--- src/rtl/dbus_fifo_responder_pkg.sv ---
// Shared definitions for the data-bus FIFO responder: register offsets
// within the 16-byte window and bit positions inside STATUS, RXDATA and CTRL.
package dbus_fifo_responder_pkg;

   typedef enum logic [1:0] {
      REG_STATUS = 2'd0,
      REG_RXDATA = 2'd1,
      REG_TXDATA = 2'd2,
      REG_CTRL   = 2'd3
   } regOffset_e;

   // STATUS bit positions
   localparam int ST_RX_EMPTY     = 0;
   localparam int ST_RX_FULL      = 1;
   localparam int ST_TX_EMPTY     = 2;
   localparam int ST_TX_FULL      = 3;
   localparam int ST_TX_OVF       = 4;
   localparam int ST_RX_COUNT_LSB = 8;
   localparam int ST_TX_COUNT_LSB = 16;

   // RXDATA valid flag position
   localparam int RXDATA_VALID = 31;

   // CTRL bit positions; only irq_en is stored, the others are strobes
   localparam int CTRL_RX_FLUSH  = 0;
   localparam int CTRL_TX_FLUSH  = 1;
   localparam int CTRL_IRQ_EN    = 2;
   localparam int CTRL_OVF_CLEAR = 3;

endpackage

--- src/rtl/dbus_fifo_responder_sync_fifo.sv ---
// Single-clock FIFO with combinational head output. Flush has priority over
// a same-cycle push or pop. The head reads as zero while the FIFO is empty.
module sync_fifo #(
   parameter int WIDTH      = 8,
   parameter int DEPTH_LOG2 = 4
) (
   input  logic                  clk,
   input  logic                  rstN,
   input  logic                  push,
   input  logic                  pop,
   input  logic                  flush,
   input  logic [WIDTH-1:0]      din,
   output logic [WIDTH-1:0]      dout,
   output logic                  empty,
   output logic                  full,
   output logic [DEPTH_LOG2:0]   count
);

   localparam int DEPTH = 1 << DEPTH_LOG2;
   localparam logic [DEPTH_LOG2:0] FULL_COUNT = (DEPTH_LOG2 + 1)'(DEPTH);

   logic [WIDTH-1:0]      mem [DEPTH];
   logic [DEPTH_LOG2-1:0] wrPtr;
   logic [DEPTH_LOG2-1:0] rdPtr;
   logic                  doPush;
   logic                  doPop;

   assign empty  = (count == '0);
   assign full   = (count == FULL_COUNT);
   assign doPush = push & ~full;
   assign doPop  = pop & ~empty;
   assign dout   = empty ? '0 : mem[rdPtr];

   // Pointer and occupancy bookkeeping; pointers wrap modulo depth
   always_ff @(posedge clk or negedge rstN) begin
      if (!rstN) begin
         wrPtr <= '0;
         rdPtr <= '0;
         count <= '0;
      end else if (flush) begin
         wrPtr <= '0;
         rdPtr <= '0;
         count <= '0;
      end else begin
         if (doPush) wrPtr <= wrPtr + 1'b1;
         if (doPop)  rdPtr <= rdPtr + 1'b1;
         case ({doPush, doPop})
            2'b10:   count <= count + 1'b1;
            2'b01:   count <= count - 1'b1;
            default: count <= count;
         endcase
      end
   end

   // Storage array; contents need no reset because empty masks the head
   always_ff @(posedge clk) begin
      if (doPush && !flush) mem[wrPtr] <= din;
   end

endmodule

--- src/rtl/dbus_fifo_responder.sv ---
// Memory-mapped bus target bridging CPU accesses to an RX byte stream
// (from a producer) and a TX byte stream (to a consumer), with a level IRQ
// while RX data is pending.
module dbus_fifo_responder
   import dbus_fifo_responder_pkg::*;
#(
   parameter logic [31:0] BASE_ADDR  = 32'hFF20_0000,
   parameter int          DEPTH_LOG2 = 4
) (
   input  logic        iCLK,
   input  logic        iRST,
   input  logic        DwReadEnable,
   input  logic        DwWriteEnable,
   input  logic [3:0]  DwByteEnable,
   input  logic [31:0] DwAddress,
   input  logic [31:0] DwWriteData,
   output logic [31:0] DwReadData,
   output logic        oSelected,
   input  logic [7:0]  iRxData,
   input  logic        iRxValid,
   output logic        oRxReady,
   output logic [7:0]  oTxData,
   output logic        oTxValid,
   input  logic        iTxReady,
   output logic        oIRQ
);

   regOffset_e            regOffset;
   logic                  writeCommit;
   logic                  ctrlWrite;
   logic                  txWriteReq;
   logic                  rxPush;
   logic                  rxPop;
   logic                  rxFlush;
   logic                  txPush;
   logic                  txPop;
   logic                  txFlush;
   logic                  ovfClear;
   logic                  ovfEvent;
   logic                  rxEmpty;
   logic                  rxFull;
   logic                  txEmpty;
   logic                  txFull;
   logic [7:0]            rxHead;
   logic [DEPTH_LOG2:0]   rxCount;
   logic [DEPTH_LOG2:0]   txCount;
   logic                  irqEn;
   logic                  txOverflow;
   logic                  unusedBits;

   assign oSelected   = (DwAddress[31:4] == BASE_ADDR[31:4]);
   assign regOffset   = regOffset_e'(DwAddress[3:2]);
   assign writeCommit = oSelected & DwWriteEnable & DwByteEnable[0];
   assign ctrlWrite   = writeCommit & (regOffset == REG_CTRL);
   assign txWriteReq  = writeCommit & (regOffset == REG_TXDATA);

   assign rxFlush  = ctrlWrite & DwWriteData[CTRL_RX_FLUSH];
   assign txFlush  = ctrlWrite & DwWriteData[CTRL_TX_FLUSH];
   assign ovfClear = ctrlWrite & DwWriteData[CTRL_OVF_CLEAR];

   assign oRxReady = ~rxFull;
   assign rxPush   = iRxValid & oRxReady;
   assign rxPop    = oSelected & DwReadEnable & (regOffset == REG_RXDATA) & ~rxEmpty;

   assign oTxValid = ~txEmpty;
   assign txPop    = oTxValid & iTxReady;
   assign txPush   = txWriteReq & ~txFull;
   assign ovfEvent = txWriteReq & txFull;

   assign unusedBits = ^{DwWriteData[31:8], DwByteEnable[3:1], DwAddress[1:0]};

   sync_fifo #(.WIDTH(8), .DEPTH_LOG2(DEPTH_LOG2)) rxFifo (
      .clk   (iCLK),
      .rstN  (iRST),
      .push  (rxPush),
      .pop   (rxPop),
      .flush (rxFlush),
      .din   (iRxData),
      .dout  (rxHead),
      .empty (rxEmpty),
      .full  (rxFull),
      .count (rxCount)
   );

   sync_fifo #(.WIDTH(8), .DEPTH_LOG2(DEPTH_LOG2)) txFifo (
      .clk   (iCLK),
      .rstN  (iRST),
      .push  (txPush),
      .pop   (txPop),
      .flush (txFlush),
      .din   (DwWriteData[7:0]),
      .dout  (oTxData),
      .empty (txEmpty),
      .full  (txFull),
      .count (txCount)
   );

   // Zero-wait-state read mux; unselected or write-only offsets read as zero
   always_comb begin
      DwReadData = '0;
      if (oSelected) begin
         case (regOffset)
            REG_STATUS: begin
               DwReadData[ST_RX_EMPTY] = rxEmpty;
               DwReadData[ST_RX_FULL]  = rxFull;
               DwReadData[ST_TX_EMPTY] = txEmpty;
               DwReadData[ST_TX_FULL]  = txFull;
               DwReadData[ST_TX_OVF]   = txOverflow;
               DwReadData[ST_RX_COUNT_LSB +: DEPTH_LOG2 + 1] = rxCount;
               DwReadData[ST_TX_COUNT_LSB +: DEPTH_LOG2 + 1] = txCount;
            end
            REG_RXDATA: begin
               DwReadData[7:0]          = rxHead;
               DwReadData[RXDATA_VALID] = ~rxEmpty;
            end
            REG_CTRL: DwReadData[CTRL_IRQ_EN] = irqEn;
            default:  DwReadData = '0;
         endcase
      end
   end

   // Stored interrupt enable, written through CTRL
   always_ff @(posedge iCLK or negedge iRST) begin
      if (!iRST)          irqEn <= 1'b0;
      else if (ctrlWrite) irqEn <= DwWriteData[CTRL_IRQ_EN];
   end

   // Sticky TX overflow; a same-cycle overflow beats the clear strobe
   always_ff @(posedge iCLK or negedge iRST) begin
      if (!iRST)         txOverflow <= 1'b0;
      else if (ovfEvent) txOverflow <= 1'b1;
      else if (ovfClear) txOverflow <= 1'b0;
   end

   // Registered level interrupt, one cycle behind irq_en / rx_empty
   always_ff @(posedge iCLK or negedge iRST) begin
      if (!iRST) oIRQ <= 1'b0;
      else       oIRQ <= irqEn & ~rxEmpty;
   end

endmodule
--- config.mk ---
export PLATFORM = sky130hd
export DESIGN_NAME = dbus_fifo_responder
export DESIGN_NICKNAME = d
export VERILOG_FILES = /design/src/rtl/dbus_fifo_responder_pkg.sv /design/src/rtl/dbus_fifo_responder_sync_fifo.sv /design/src/rtl/dbus_fifo_responder.sv
export SDC_FILE = /design/constraint.sdc
export NUM_CORES = 1
export LEC_CHECK = 0
export BUFFER_PORTS_ARGS = -buffer_cell sky130_fd_sc_hd__buf_2
export CORE_UTILIZATION = 29
export CTS_CLUSTER_SIZE = 12
export DETAILED_ROUTE_END_ITERATION = 10
export HOLD_SLACK_MARGIN = 0.12
export PLACE_DENSITY_LB_ADDON = 0.2
export SLEW_MARGIN = 20
export SYNTH_ARGS = -nofsm -noshare
export SYNTH_HDL_FRONTEND = slang
export SYNTH_HIERARCHICAL = 1
export SYNTH_SLANG_ARGS = --single-unit
--- constraint.sdc ---
create_clock -name iCLK -period 6.6 [get_ports iCLK]
set_input_delay 0.33 -clock iCLK [delete_from_list [all_inputs] [get_ports iCLK]]
set_output_delay 0.33 -clock iCLK [all_outputs]
set_load 0.02 [all_outputs]
==> run metrics, run 1 <==
status=completed; initial DRC count=323; FP Rows=75; Hold Path Class=input port to flip-flop; share of layout cells above drive strength 1=0.267; Worst EP required=6780 ps; post-cts sizing count=0; leakage=4.82 nW; global route overflow=0; Post-Syn Instances=742; routed len/inst=19.6 um; DRT antenna net count=0; FF-to-FF Start=rxFifo/count[1]; pwr dens=352 nW/um^2; initial core utilization=0.296; Synth cell types=53; worst-margin pin slew=1070 ps; final setup TNS=0 ps; vias in the first global route=6773; TritonCTS sink count=285; Main synth FF type=edfxtp_1; FFs w/ async S/R, synth=0.102; Seq/Total Area, Yosys=0.676; startpoint types=flip-flop; Area contributors post-synth=edfxtp_1 (62%), mux4_2 (12%), dfrtp_1 (5.8%), mux2i_1 (2.4%), nor2_1 (2.1%); Final nets=920; total core area=42100 um^2; routability cong.=0.723; Synth Area per Inst=16.8 um^2; Clk Latency, worst-skew pair=570 ps; DIE AREA=43800 um^2; Period minus WS final=3700 ps; Setup crit end kind=flip-flop; RSZ-0062 raised after global routing=no; R2R cell count=7; Setup-failing EPs final=0; commonest non-fill, non-tap cells in the layout=edfxtp_1 (256), buf_2 (83), nor2_1 (68), mux4_2 (64), a211oi_1 (32); Total Wirelength=27100 um; Yosys warnings=6; Vias=6560; Total GRT Usage=0.126; worst r2r dst=rxFifo/mem[2][7]; I/O Buffers=83; initial antenna violation count=0; CTS H-tree depth=1; root buffer cell=clkbuf_16; IR drop worst, VDD=197 uV; commonest non-fill, non-tap cell in the layout=edfxtp_1; Clock Skew=25.9 ps; achievable clock frequency=270 MHz; Synth top area share=0.617; worst-path maximum fanout=11; Die W=209 um; hold path endpoint=rxFifo/mem[10][6]; area grow syn2layout=15.6%; Crit Path Class=flip-flop to flip-flop; CTS tree=built; final hold viol count=0; Max Cap Viol=0; DP Wirelength=17300 um; Boundary Pins=126; R2R setup slack=2900 ps; CTS Buf Count=31; post-synth top area cell=edfxtp_1; first-pass GRT wire length=41700 um; WP data arrival=3880 ps; Final Cycle Share=0.560; largest net degree at the start of global routing=36; mapped cell area=12500 um^2; Yosys reg bits=285; clock-pin slew on the worst setup and hold paths=60 ps; Post-synth EDFFs=256; Rel. slew slack=0.284; Max Slew Vio Count=0; hold_sp=iRxData[6]; Hold Worst Slack=148 ps; Ant. Diodes=0; Clock Path Buffers=3; die extent in y=209 um; Remaining DRCs=0; vias per inst=4.73; WHS Path Cells=1; DR pass1 iterations=6
power breakdown:
part / leakage (nW) / internal [mW] / switching, mW
combinational: 1.67 / 0.482 / 0.555
clock: 0.488 / 1.05 / 0.678
sequential: 2.66 / 2.11 / 0.193
total: 4.82 / 3.64 / 1.43
worst max path at each step:
stage / to / slack (ps) / from / cells past startpoint
2_1_floorplan: txFifo/count[4] / 3390 / DwAddress[7] / 14
6_report: rxFifo/mem[2][7] / 2900 / rxFifo/count[1] / 7
5_1_grt: rxFifo/mem[2][5] / 2570 / rxFifo/count[0] / 7
3_3_place_gp: txFifo/mem[0][5] / 2720 / DwAddress[16] / 10
4_1_cts: DwReadData[2] / 2830 / rxFifo/rdPtr[0] / 8
3_5_place_dp: txFifo/mem[12][7] / 2660 / DwAddress[16] / 10
registers in the layout, indices dropped and copies added, names as in the netlist:
signal / count
rxFifo/mem: 128
txFifo/mem: 128
rxFifo/count: 5
txFifo/count: 5
rxFifo/rdPtr: 4
rxFifo/wrPtr: 4
txFifo/rdPtr: 4
txFifo/wrPtr: 4
irqEn: 1
oIRQ: 1
txOverflow: 1
routing by layer:
layer | GRT usage | wire, um
met4 | 0.0335 | 529
met2 | 0.219 | 13900
met5 | 0 | 0
met1 | 0.164 | 11900
met3 | 0.0183 | 835
logic make-up after synthesis:
| family | Yosys count | synth area share |
|---|---|---|
| other cells | 1 | 0.000301 |
| compound gates | 73 | 0.0436 |
| flops | 285 | 0.676 |
| buf+inv | 72 | 0.0301 |
| mux | 101 | 0.146 |
| xor+xnor | 12 | 0.00844 |
| fa+ha+maj | 14 | 0.0141 |
| simple gates | 184 | 0.0815 |
synthesized netlist by cell type (all sizes together), types with 4 or more instances:
cell type	count
a211oi	32
a31oi	8
and2	6
and3	6
buf	36
clkbuf	23
dfrtp	29
edfxtp	256
ha	14
inv	13
mux2	7
mux2i	30
mux4	64
nand2	17
nand2b	11
nand3	6
nand4	5
nor2	70
nor2b	26
nor3	6
nor3b	10
nor4	7
o211ai	6
o21ai	7
or4	4
xor2	10
critical path, cell delays in order, from the launching register on:
cell     delay [ps]
dfrtp_1         520
or4_4           290
nor2_1          120
nor2b_1         630
inv_1           160
a21oi_1         500
nand2_1         230
nor2_1          860
layout make-up:
class	count	area (um^2)
sequential	285	8420
clock buffer	45	858
tap	539	674
timing repair buffer	96	518
fill	4060	27700
inverter	13	48.8
clock inverter	12	164
multi-input combinational	397	3710
through the flow:
| step | power (mW) | worst slack (ps) | util | instances | area (um^2) |
|---|---|---|---|---|---|
| detailed placement | 3.40 | 2660 | 0.317 | 1328 | 13300 |
| floorplan | 3.10 | 3390 | - | 754 | 12500 |
| global route | 5.32 | 2570 | 0.342 | 1387 | 14400 |
| CTS | 5.15 | 2830 | 0.342 | 1387 | 14400 |
| global placement | 3.39 | 2720 | 0.317 | 1328 | 13300 |
| finish | 5.07 | 2900 | 0.342 | 1387 | 14400 |
what timing repair did:
item | 4_1_cts | 5_1_grt
buffers inserted | 0 | 0
endpoints found under the hold margin | 31 | 0
hold buffers | 2 | 0
No activity file was read; power rests on OpenSTA's default activity.
==> inputs of run 2 (changes only) <==
Settings changed: ABC_AREA set to 1.
Clock period 6.6 ns to 3.1 ns, I/O delays scaled along.
==> run metrics, run 2 <==
status=completed; Critical-path top delay cell=dfrtp_1; initial DRC count=500 (+55%); max incr delay on CP=540 ps (-320 ps); DIE AREA=44100 um^2 (+0.68%); commonest non-fill, non-tap cells in the layout=edfxtp_1 (256), nor2_1 (208), o21ai_0 (138), nand2_1 (83), buf_2 (83); share of layout cells above drive strength 1=0.177 (-0.0896); Clock Path Buffers=3 (unchanged); Total GRT Usage=0.146 (+0.0198); R2R setup slack=610 ps (-2290 ps); Design Power=11.1 mW (+120%); worst r2r dst=txFifo/mem[3][2]; Yosys warnings=6 (unchanged); CTS H-tree depth=1 (unchanged); IR drop worst, VDD=359 uV (+83%); RSZ-0062 raised after global routing=no; Yosys reg bits=285 (unchanged); count leader, synth=edfxtp_1; achievable clock frequency=341 MHz; Max Cap Viol=0 (unchanged); cell breakdown of the critical path=buf_4 > o21ai_0 > o221ai_1 > nand3_1 > a21oi_1 > nand2_1 > a21oi_1 > buf_2; Layout Cells excl Fill=1815 (+31%); FFs w/ async S/R, synth=0.102 (unchanged); Main synth FF type=edfxtp_1; Setup crit end kind=output pin; xor and xnor area share after synthesis=0.00279 (-0.00565); Rel. slew slack=0.399 (+0.115); Post-CTS Setup Bufs=0 (unchanged); final setup TNS=0 ps (unchanged); worst-path maximum fanout=18 (+7); worst-margin pin slew=898 ps (-172 ps); Vias=8530 (+30%); Placed Instance Area=13700 um^2 (+2.6%); pwr dens=742 nW/um^2 (+110%); Inst Count DP=1733 (+30%); Ant. Diodes=0 (unchanged); leakage=5.40 nW (+12%); TritonCTS sink count=285 (unchanged); largest family of logic cells by synthesized area=simple AND/OR/NAND/NOR gates; Post-synth EDFFs=256 (unchanged); synth cell count leaders=edfxtp_1 (256), nor2_1 (208), o21ai_0 (138); Area contributors post-synth=edfxtp_1 (61%), nor2_1 (6.2%), dfrtp_1 (5.8%), o21ai_0 (5.5%), o221ai_1 (3.6%); area grow syn2layout=18.9%; DP Wirelength=20300 um (+18%); Clock Skew=12.5 ps (-13.4 ps); R2R cell count=8 (+1); startpoint types=flip-flop; CTS tree=built; Worst EP required=2940 ps (-3840 ps); first-pass GRT wire length=48800 um (+17%); hold_buf cts=25 (+23); Synth top area share=0.613 (-0.00425); Post-Synth Simple-Gate Area=0.140 (+0.0588); Max Slew Vio Count=0 (unchanged); Die W=210 um (+0.34%); Synth Area per Inst=11.5 um^2 (-31%); initial antenna violation count=2 (+2); FP Rows=75 (unchanged); Synth cell types=33 (-38%); routed len/inst=17.8 um (-8.9%); Setup-failing EPs final=0 (unchanged); global route overflow=0 (unchanged); post-synthesis mux area share=0 (-0.146); total core area=42300 um^2 (+0.45%); final hold viol count=0 (unchanged); Post-Place Setup Slack=373 ps (-2290 ps); vias in the first global route=8151 (+20%); Remaining DRCs=0 (unchanged); mapped cell area=12500 um^2 (+0.69%); Largest regs=rxFifo/mem: 128 flops, txFifo/mem: 128 flops; Period minus WS final=2930 ps; DR pass1 iterations=5 (-1); Hold Path Class=input port to asynchronous set/reset pin; Clk Latency, worst-skew pair=570 ps (about the same); DRT antenna net count=0 (unchanged); Final Cycle Share=0.946; vias per inst=4.70 (-0.63%); Total Wirelength=32400 um (+19%); Finished Cell Area=14900 um^2 (+3.6%); root buffer cell=clkbuf_16; adder-cell share of the synthesized area=0.0140 (-0.0000969); most frequent cell on the critical path=a21oi_1; Final nets=1310 (+42%); commonest non-fill, non-tap cell in the layout=edfxtp_1; post-synth top area cell=edfxtp_1; initial core utilization=0.296 (+0.000729); largest net degree at the start of global routing=67 (+86%); Crit Path Class=flip-flop to output pin; Post-Syn Instances=1087 (+46%); WP data arrival=2780 ps (-1100 ps); Compound-Gate Fraction of Synth Area=0.118 (+0.0748); clock-pin slew on the worst setup and hold paths=60 ps (about the same); Boundary Pins=126 (unchanged); post-cts sizing count=0 (unchanged); I/O Buffers=83 (unchanged); CTS Buf Count=31 (unchanged); Seq/Total Area, Yosys=0.671 (-0.00465); min setup slack post-route=169 ps (-2730 ps); die extent in y=210 um (+0.34%); FF-to-FF Start=txFifo/count[0]; routability cong.=0.791 (+9.4%)
run 2: cell types whose count changed after synthesis, sizes merged, moves of 55 or more:
cell	change
o21ai	+148
mux4	-64
inv	+55
nand2	+79
nand3	+57
nor2	+153
run 2: logic make-up (layout without fill, tap and decap cells):
family	count (synthesis)	after routing
other cells	1	13
compound gates	252	252
fa+ha+maj	14	14
flops	285	285
buf+inv	139	278
xor+xnor	4	4
simple gates	392	392
run 2: how the worst max path moves through the flow:
stage | from | endpoint | slack, ps
6_report | rxFifo/rdPtr[1] | DwReadData[0] | 170
3_3_place_gp | DwAddress[15] | txFifo/mem[3][4] | 430
5_1_grt | rxFifo/rdPtr[1] | DwReadData[0] | 10
2_1_floorplan | rxFifo/count[0] | rxFifo/count[4] | 890
3_5_place_dp | DwAddress[15] | txFifo/mem[3][4] | 370
4_1_cts | rxFifo/rdPtr[1] | DwReadData[0] | 110
run 2: per-stage QoR:
| step | util | hold slack, ps |
|---|---|---|
| 6_report | 0.352 | 172 |
| 5_1_grt | 0.352 | 256 |
| 4_1_cts | 0.352 | 208 |
| 3_5_place_dp | 0.324 | 276 |
| 3_3_place_gp | 0.324 | 277 |
| 2_1_floorplan | - | -141 |
run 2: cell type report:
cell class                 count  area [um^2]
multi-input combinational    675         3500
clock inverter                12          109
clock buffer                  45          848
fill                        4261        27400
inverter                      72          283
tap                          577          722
sequential                   285         8420
timing repair buffer         149         1020
run 2: worst max-delay path: cells and delay by family (launching register included):
kind | cells | cell delay [ps]
AND/OR/NAND/NOR | 2 | 340
buffers and inverters | 2 | 480
flip-flops | 1 | 540
AO/OA/AOI/OAI | 4 | 850
run 2: layer usage:
layer / track usage / vias to the layer above / share of wire
met4: 0.0458 / 0 / 0.025
met3: 0.0159 / 48 / 0.032
met1: 0.210 / 4185 / 0.49
met5: 0 / - / 0
met2: 0.230 / 166 / 0.45
li1: - / 4131 / -
run 2: power breakdown:
part	total [mW]	internal, mW	switching [mW]
registers	4.67	4.47	0.194
logic	2.87	0.903	1.96
clock network	3.53	2.05	1.48
total	11.1	7.43	3.64
==> inputs of run 3 (changes only) <==
Settings changed: CORE_UTILIZATION 29 to 25, SETUP_SLACK_MARGIN set to 0.4.
Clock period 3.1 ns to 2.45 ns, I/O delays scaled along.
==> run metrics, run 3 (synthesis results as in run 2) <==
Clock Skew=14.1 ps (+1.65 ps); cell breakdown of the critical path=buf_6 > clkinv_8 > buf_8 > buf_6 > nor2_1 > o221ai_1 > nand3_1 > a21oi_2 > nand2_2 > a21oi_2 > buf_4; area grow syn2layout=41.4%; Total Wirelength=39500 um (+22%); initial DRC count=573 (+15%); die extent in y=226 um (+7.6%); TritonCTS sink count=285 (unchanged); Rel. slew slack=0.498 (+0.0990); FF-to-FF Start=rxFifo/count[3]; Design Power=17.5 mW (+58%); share of layout cells above drive strength 1=0.365 (+0.188); status=finished, violations left; pwr dens=988 nW/um^2 (+33%); DIE AREA=51000 um^2 (+16%); DP Wirelength=22400 um (+10%); vias per inst=4.61 (-1.9%); achievable clock frequency=380 MHz; Max Cap Viol=0 (unchanged); initial core utilization=0.255 (-0.0412); worst-path maximum fanout=8 (-10); worst-margin pin slew=753 ps (-145 ps); DR pass1 iterations=4 (-1); R2R cell count=19 (+11); final setup TNS=-909 ps (-909 ps); Remaining DRCs=0 (unchanged); routability cong.=0.807 (+2.0%); R2R setup slack=340 ps (-270 ps); leakage=6.41 nW (+19%); CTS Buf Count=34 (+9.7%); startpoint types=flip-flop; Critical-path top delay cell=dfrtp_2; commonest non-fill, non-tap cell in the layout=edfxtp_1; Die W=226 um (+7.6%); commonest non-fill, non-tap cells in the layout=edfxtp_1 (256), nor2_1 (164), o21ai_0 (95), buf_4 (93), nand2_1 (73); global route overflow=0 (unchanged); Fill cells=4812 (+13%); DRT antenna net count=0 (unchanged); CP startpoint=rxFifo/rdPtr[0]; Vias=9340 (+9.5%); Ant. Diodes=0 (unchanged); worst r2r dst=rxFifo/count[4]; IR drop worst, VDD=405 uV (+13%); total core area=49200 um^2 (+16%); Clk Latency, worst-skew pair=530 ps (-40 ps); max incr delay on CP=440 ps (-100 ps); FP Rows=81 (+8.0%); clock-pin slew on the worst setup and hold paths=60 ps (about the same); Max Slew Vio Count=0 (unchanged); Period minus WS final=2630 ps; Worst EP required=2330 ps (-610 ps); routed len/inst=19.5 um (+9.5%); Total GRT Usage=0.151 (+0.00552); Hold Path Class=input port to asynchronous set/reset pin; Final Cycle Share=1.07; final hold viol count=0 (unchanged); area of the multi-input gates=4300 um^2 (+23%); CTS H-tree depth=2 (+1); CTS tree=built; I/O Buffers=83 (unchanged); register area=8420 um^2 (about the same); Post-Place Setup Slack=-201 ps (-574 ps); vias in the first global route=8960 (+9.9%); Largest regs=rxFifo/mem: 128 flops, txFifo/mem: 128 flops; Boundary Pins=126 (unchanged); largest net degree at the start of global routing=30 (-55%); Clock Path Buffers=3 (unchanged); Setup-failing EPs final=8 (+8); failing checks=setup timing; Worst Setup EP=DwReadData[1]; min setup slack post-route=-184 ps (-352 ps); Crit Path Class=flip-flop to output pin; RSZ-0062 raised after global routing=yes; first-pass GRT wire length=56700 um (+16%); initial antenna violation count=0 (-2); root buffer cell=clkbuf_16; Final nets=1436 (+9.6%); Setup crit end kind=output pin; WP data arrival=2510 ps (-270 ps)
-- run 3: routing by layer --
| metal | global-route usage | wire length [um] | up-vias | share of wire |
|---|---|---|---|---|
| met5 | 0 | 0 | - | 0 |
| met3 | 0.0247 | 1840 | 45 | 0.047 |
| met4 | 0.0452 | 792 | 0 | 0.020 |
| met2 | 0.235 | 18100 | 233 | 0.46 |
| met1 | 0.215 | 18800 | 4658 | 0.48 |
| li1 | - | - | 4404 | - |
-- run 3: worst min-delay path by stage --
stage | endpoint | from | depth (start not counted)
2_1_floorplan | irqEn | iRST | 0
3_3_place_gp | txFifo/count[4] | iRST | 1
3_5_place_dp | txFifo/count[4] | iRST | 1
4_1_cts | rxFifo/wrPtr[3] | iRxValid | 7
5_1_grt | txFifo/count[4] | iRST | 2
6_report | txFifo/count[3] | iRST | 2
-- run 3: area by class of cell --
| cell class | instances | area share |
|---|---|---|
| Inverter | 72 | 0.0182 |
| Clock inverter | 15 | 0.00473 |
| Clock buffer | 43 | 0.0511 |
| Multi-Input combinational cell | 675 | 0.243 |
| Timing Repair Buffer | 272 | 0.162 |
| Sequential cell | 285 | 0.475 |
| Tap cell | 664 | 0.0469 |
-- run 3: power by group --
part / switching, mW / internal, mW
clock: 1.98 / 2.62
sequential: 0.176 / 5.66
combinational: 3.89 / 3.17
-- run 3: what timing repair did --
action | 4_1_cts | 5_1_grt
setup endpoints to repair | 197 | 128
pin swaps | 68 | 90
hold buffers | 25 | 0
gates resized for setup | 223 | 117
endpoints found under the hold margin | 276 | 0
buffers inserted | 45 | 27
cloned | 15 | 5
-- run 3: per-stage QoR --
stage	instances	utilization	cell area [um^2]	hold slack, ps
global route	2026	0.361	17700	270
detailed placement	1851	0.286	14100	253
CTS	1994	0.344	16900	194
finish	2026	0.361	17700	192
global placement	1851	0.286	14100	242
floorplan	1099	-	12600	-173
-- run 3: worst max-delay path: cells and delay by family, from the launching register on --
kind	cells	cell delay (ps)
buffers and inverters	5	610
DFF	1	440
AOI/OAI and AO/OA	3	590
and+or+nand+nor	3	330
